==> src/rtl/l1_access_trace_gen.sv <==
// Trace generator for the L1 cache model: emits a bounded stream of addresses
// (sequential stride, LFSR random or looped stride) on a valid/ready request port.
module l1_access_trace_gen #(
   parameter int          ADDR_W    = 16,
   parameter int          LEN_W     = 10,
   parameter int          LOOP_LEN  = 8,
   parameter logic [15:0] LFSR_SEED = 16'hACE1
) (
   input  logic              clk,
   input  logic              reset,
   input  logic              start,
   input  logic [1:0]        mode,
   input  logic [ADDR_W-1:0] base_addr,
   input  logic [ADDR_W-1:0] stride,
   input  logic [LEN_W-1:0]  trace_len,
   output logic              req_valid,
   output logic [ADDR_W-1:0] req_addr,
   input  logic              req_ready,
   output logic              busy,
   output logic              done,
   output logic [LEN_W-1:0]  issued_count
);

   localparam int                LIDX_W    = (LOOP_LEN > 1) ? $clog2(LOOP_LEN) : 1;
   localparam logic [LIDX_W-1:0] LIDX_LAST = LIDX_W'(LOOP_LEN - 1);
   localparam logic [1:0]        MODE_RAND = 2'd1;
   localparam logic [1:0]        MODE_LOOP = 2'd2;

   typedef enum logic [1:0] {
      S_IDLE,
      S_RUN,
      S_DONE
   } state_t;

   state_t              r_state;
   state_t              w_nextState;

   logic [1:0]          r_mode;
   logic [ADDR_W-1:0]   r_base;
   logic [ADDR_W-1:0]   r_stride;
   logic [LEN_W-1:0]    r_len;
   logic [ADDR_W-1:0]   r_addr;
   logic [LEN_W-1:0]    r_count;
   logic [15:0]         r_lfsr;
   logic [LIDX_W-1:0]   r_loopIdx;

   logic                w_startTrace;
   logic                w_handshake;
   logic                w_lastBeat;
   logic                w_lfsrFb;
   logic [15:0]         w_lfsrNext;

   assign w_startTrace = (r_state == S_IDLE) && start;
   assign w_handshake  = (r_state == S_RUN) && req_ready;
   assign w_lastBeat   = w_handshake && ((r_count + LEN_W'(1)) == r_len);

   // Fibonacci LFSR, taps 16,14,13,11 (bits 15,13,12,10), shifted left into bit 0
   assign w_lfsrFb   = r_lfsr[15] ^ r_lfsr[13] ^ r_lfsr[12] ^ r_lfsr[10];
   assign w_lfsrNext = {r_lfsr[14:0], w_lfsrFb};

   always_ff @(posedge clk or posedge reset) begin
      if (reset) begin
         r_state <= S_IDLE;
      end else begin
         r_state <= w_nextState;
      end
   end

   always_comb begin
      w_nextState = r_state;
      req_valid   = 1'b0;
      busy        = 1'b0;
      done        = 1'b0;
      case (r_state)
         S_IDLE: begin
            if (start) begin
               w_nextState = (trace_len == '0) ? S_DONE : S_RUN;
            end
         end
         S_RUN: begin
            req_valid = 1'b1;
            busy      = 1'b1;
            if (w_lastBeat) begin
               w_nextState = S_DONE;
            end
         end
         S_DONE: begin
            done        = 1'b1;
            w_nextState = S_IDLE;
         end
         default: begin
            w_nextState = S_IDLE;
         end
      endcase
   end

   // Config is captured only at start so later input changes cannot disturb a running trace;
   // the address register always holds the address of the next (or pending) request.
   always_ff @(posedge clk or posedge reset) begin
      if (reset) begin
         r_mode    <= 2'd0;
         r_base    <= '0;
         r_stride  <= '0;
         r_len     <= '0;
         r_addr    <= '0;
         r_count   <= '0;
         r_lfsr    <= LFSR_SEED;
         r_loopIdx <= '0;
      end else if (w_startTrace) begin
         r_mode    <= mode;
         r_base    <= base_addr;
         r_stride  <= stride;
         r_len     <= trace_len;
         r_count   <= '0;
         r_lfsr    <= LFSR_SEED;
         r_loopIdx <= '0;
         r_addr    <= (mode == MODE_RAND) ? LFSR_SEED[ADDR_W-1:0] : base_addr;
      end else if (w_handshake) begin
         r_count <= r_count + LEN_W'(1);
         case (r_mode)
            MODE_RAND: begin
               r_lfsr <= w_lfsrNext;
               r_addr <= w_lfsrNext[ADDR_W-1:0];
            end
            MODE_LOOP: begin
               if (r_loopIdx == LIDX_LAST) begin
                  r_loopIdx <= '0;
                  r_addr    <= r_base;
               end else begin
                  r_loopIdx <= r_loopIdx + LIDX_W'(1);
                  r_addr    <= r_addr + r_stride;
               end
            end
            default: begin
               r_addr <= r_addr + r_stride;
            end
         endcase
      end
   end

   assign req_addr     = r_addr;
   assign issued_count = r_count;

endmodule
==> config.mk <==
export PLATFORM = sky130hd
export DESIGN_NAME = l1_access_trace_gen
export DESIGN_NICKNAME = d
export VERILOG_FILES = /design/src/rtl/l1_access_trace_gen.sv
export SDC_FILE = /design/constraint.sdc
export NUM_CORES = 1
export LEC_CHECK = 0
export CAP_MARGIN = 20
export CORE_ASPECT_RATIO = 1.1
export CORE_MARGIN = 2
export CORE_UTILIZATION = 50
export DETAILED_ROUTE_END_ITERATION = 8
export GPL_TIMING_DRIVEN = 0
export PLACE_DENSITY = 0.84
export REMOVE_ABC_BUFFERS = 1
export SETUP_SLACK_MARGIN = 0.5
export SLEW_MARGIN = 20
export SYNTH_ARGS = -nofsm -noshare
export SYNTH_HDL_FRONTEND = slang
export SYNTH_SLANG_ARGS = --single-unit
export TNS_END_PERCENT = 20
==> constraint.sdc <==
create_clock -name clk -period 3.1 [get_ports clk]
set_clock_uncertainty 0.2 [all_clocks]
set_input_delay 0.62 -clock clk [delete_from_list [all_inputs] [get_ports clk]]
set_output_delay 0.62 -clock clk [all_outputs]
set_load 0.1 [all_outputs]
==> summary.md <==
| Metric | Value |
|---|---|
| Outcome | complete, no violations |
| Hold WC Path Type | reg2reg |
| IO Count | slightly below 80 |
| Pwr Total | 8.01 mW |
| Row cnt | 39 |
| Syn Inst Count | approximately 630 |
| Lkg Pwr | about 3.1 nW |
| Area Overhead vs Synth | 26.8% |
| NumNets Final | 767 |
| Vias in the first global route | about 5000 |
| Fin crit share | about nine tenths |
| Cts hold-fix bufs | 0 |
| Largest net degree at the start of global routing | 59 |
| Max-cap viol count | 0 |
| H-tree depth | 3 |
| Post-synthesis async set-or-reset flop share | 100% |
| Die height | 111 µm |
| Via density | roughly 6 |
| Crit end category | primary output |
| Fin crit period | 2770 ps |
| CTS tree | yes |
| Max rail drop VDD | 904 µV |
| Worst EP arrival | 1950 ps |
| Slowest CP cell | clkdlybuf4s50_1 |
| Top cell family by delay on the critical path | buffers and inverters |
| Starting density of the core | 50.6% |
| Starting DRT DRC Count | 501 |
| Crit path from | req_addr[1] |
| Grt ovf | 0 |
| Max Slew Vio Count | 0 |
| Initial antenna violation count | 0 |
| Yosys cell types | slightly below 60 |
| Fill cells | 837 |
| FF-to-FF setup slack | 350 ps |
| Die X | a little over 100 µm |
| Avg Synthesized Cell Area | 8.33 µm² |
| Worst Path Required | 2280 ps |
| Sequential-to-total area share from yosys stat | 43.9% |
| Pwr/cell area | 1210 mW/mm² |
| WP depth | 1 |
| Ys Warns | 0 |
| Crit path max fanout | 4 |
| Sum Neg Setup Slack | 0 ps |
| Synth Register Bits | slightly above 90 |
| FMAX | approximately 360 MHz |
| Cell Chain, Critical Path | clkdlybuf4s50_1 |
| Post-synth EDFFs | 0 |
| CP Buf/Inv Count | 1 |
| CORE AREA | 0.0103 mm² |
| Total Wirelength | 14.8 mm |
| Wirelength per Cell | ~18 µm |
| Commonest non-fill, non-tap cell in the layout | nand2_1 |
| Setup violators final | 0 |
| Relative max-transition margin | 34.3% |
| Worst Setup EP | req_addr[1] |
| Final hold violation count | 0 |
| Clock Tree Buf Depth | 2 |
| Post-synth top flop | dfrtp_1 |
| CP max stage delay | 1170 ps |
| Layout cells sized above 1 | 9.53% |
| Most frequent cells in the layout | nand2_1 (200), dfrtp_1 (81), clkdlybuf4s50_1 (61), o21ai_0 (46), a21oi_1 (38) |
| Cts bufs inserted | 9 |
| Die ar. | about 0.011 mm² |
| RSZ-0062 raised after global routing | yes |
| Startpoint types | flip-flop |
| N_diodes | 0 |
| Worst Tran Pin Value | 982 ps |
| Via count | between 5000 and 6000 |
| IO Port Bufs | 76 |
| First-pass GRT wire length | 23.8 mm |
| Worst r2r src | req_addr[1] |
| DRT antenna net count | 0 |
| Clk Latency, worst-skew pair | between 300 and 400 ps |
| R2R depth | 7 |
| Setup Crit Path Kind | reg2out |
| # DRC | 0 |
| FF-to-FF End | req_addr[15] |
| DP HPWL | 10.1 mm |
| Post-Syn Area | 0.00521 mm² |
| Placer Congestion | 0.877 |
| Clock-pin slew on the worst setup and hold paths | 70 ps |
| All-Layer GR Usage | about a quarter |
| Root Buffer | clkbuf_16 |
| Detailed Routing Iterations Pass 1 | 5 |
| Clock sinks | 91 |
## cell type report
cell class | count | area, µm² | share of cell area [%]
multi-input combinational | 492 | 2840 | 42.9
sequential | 91 | 2290 | 34.6
timing repair buffer | 95 | 981 | 14.8
clock buffer | 9 | 225 | 3.41
tap | 143 | 179 | 2.71
clock inverter | 7 | 66.3 | 1.00
inverter | 9 | 36.3 | 0.549
## stage by stage
stage / util [%] / instance area [µm²] / hold slack (ps) / worst slack [ps] / std cells
CTS: 62.9 / 6470 / 281 / 217 / 838
floorplan: - / 5070 / 240 / -3370 / 591
global placement: 58.4 / 6010 / 259 / -7750 / 810
finish: 64.2 / 6610 / 279 / 325 / 846
global route: 64.2 / 6610 / 311 / 295 / 846
detailed placement: 59.9 / 6160 / 263 / -653 / 821
## registers in the layout, summed over array words and instances, names as in the netlist
register and count:
r_base 16, r_lfsr 16, r_stride 16, req_addr 16, issued_count 10, r_len 10, r_loopIdx 3, r_mode 2
r_state 2
## cell families after synthesis
logic type,Yosys count,synth area share [%]
AO/OA/AOI/OAI,155,19.0
XOR/XNOR,29,4.87
adder cells (fa/ha/maj),21,5.18
buffers and inverters,44,3.34
flip-flops,91,43.9
multiplexers,3,0.576
AND/OR/NAND/NOR,283,23.2
## Yosys cell counts, types with 4 or more instances
cell type    n  area, µm²
ha_1        20        250
o21ai_0     46        230
xnor2_1     15        131
dfrtp_1     83       2080
nor2b_1      4       25.0
a31oi_1      4       25.0
clkbuf_1    31        116
a22oi_1     10       75.1
nor2_1      27        101
nand4_1      4       25.0
nor3_1       5       25.0
a221oi_1     6       52.6
dfstp_2      8        210
o22ai_1      4       25.0
nand2b_1     5       31.3
a21o_1       5       37.5
o211ai_1     6       45.0
nand3_1     17       85.1
xor2_1      14        123
a21oi_1     38        190
inv_1        9       33.8
nand2_1    200        751
o221ai_1     6       52.6
o21bai_1     4       30.0
and3_1       5       31.3
## layer usage
metal  routed length (µm)  track usage, %  up-vias
met3                 1060            2.96       50
met1                 5940            35.0     2411
met2                 7210            43.7      278
met4                  595            12.3        0
li1                     -               -     2340
met5                    0               0        -
## where the power goes
part	internal, mW	total [mW]	switching [mW]	leakage [nW]
Clock	0.569	1.10	0.528	0.145
Sequential	1.77	2.27	0.496	1.13
Combinational	1.66	4.65	2.98	1.83
## worst reg2reg max path, stage by stage, from the launching register on
cell	delay, ps
dfrtp_1	440
ha_1	340
a211oi_1	390
o21bai_1	220
a21oi_1	330
o21ai_0	310
xnor2_1	220
o31ai_1	200
## worst min path at each step
stage	startpoint	to	slack, ps	depth (start not counted)
detailed placement	r_base[7]	r_base[7]	260	2
CTS	r_base[7]	r_base[7]	280	2
finish	r_base[0]	r_base[0]	280	2
global route	r_base[5]	r_base[5]	310	2
global placement	r_base[5]	r_base[5]	260	2
floorplan	r_base[11]	r_base[11]	240	2
## repair_timing
item                       4_1_cts  5_1_grt
setup buffers                    1        7
cloned                           0        1
setup endpoints to repair       66       60
pin swaps                        0        5
resized for setup               15       24
(Power assumes the default switching activity.)
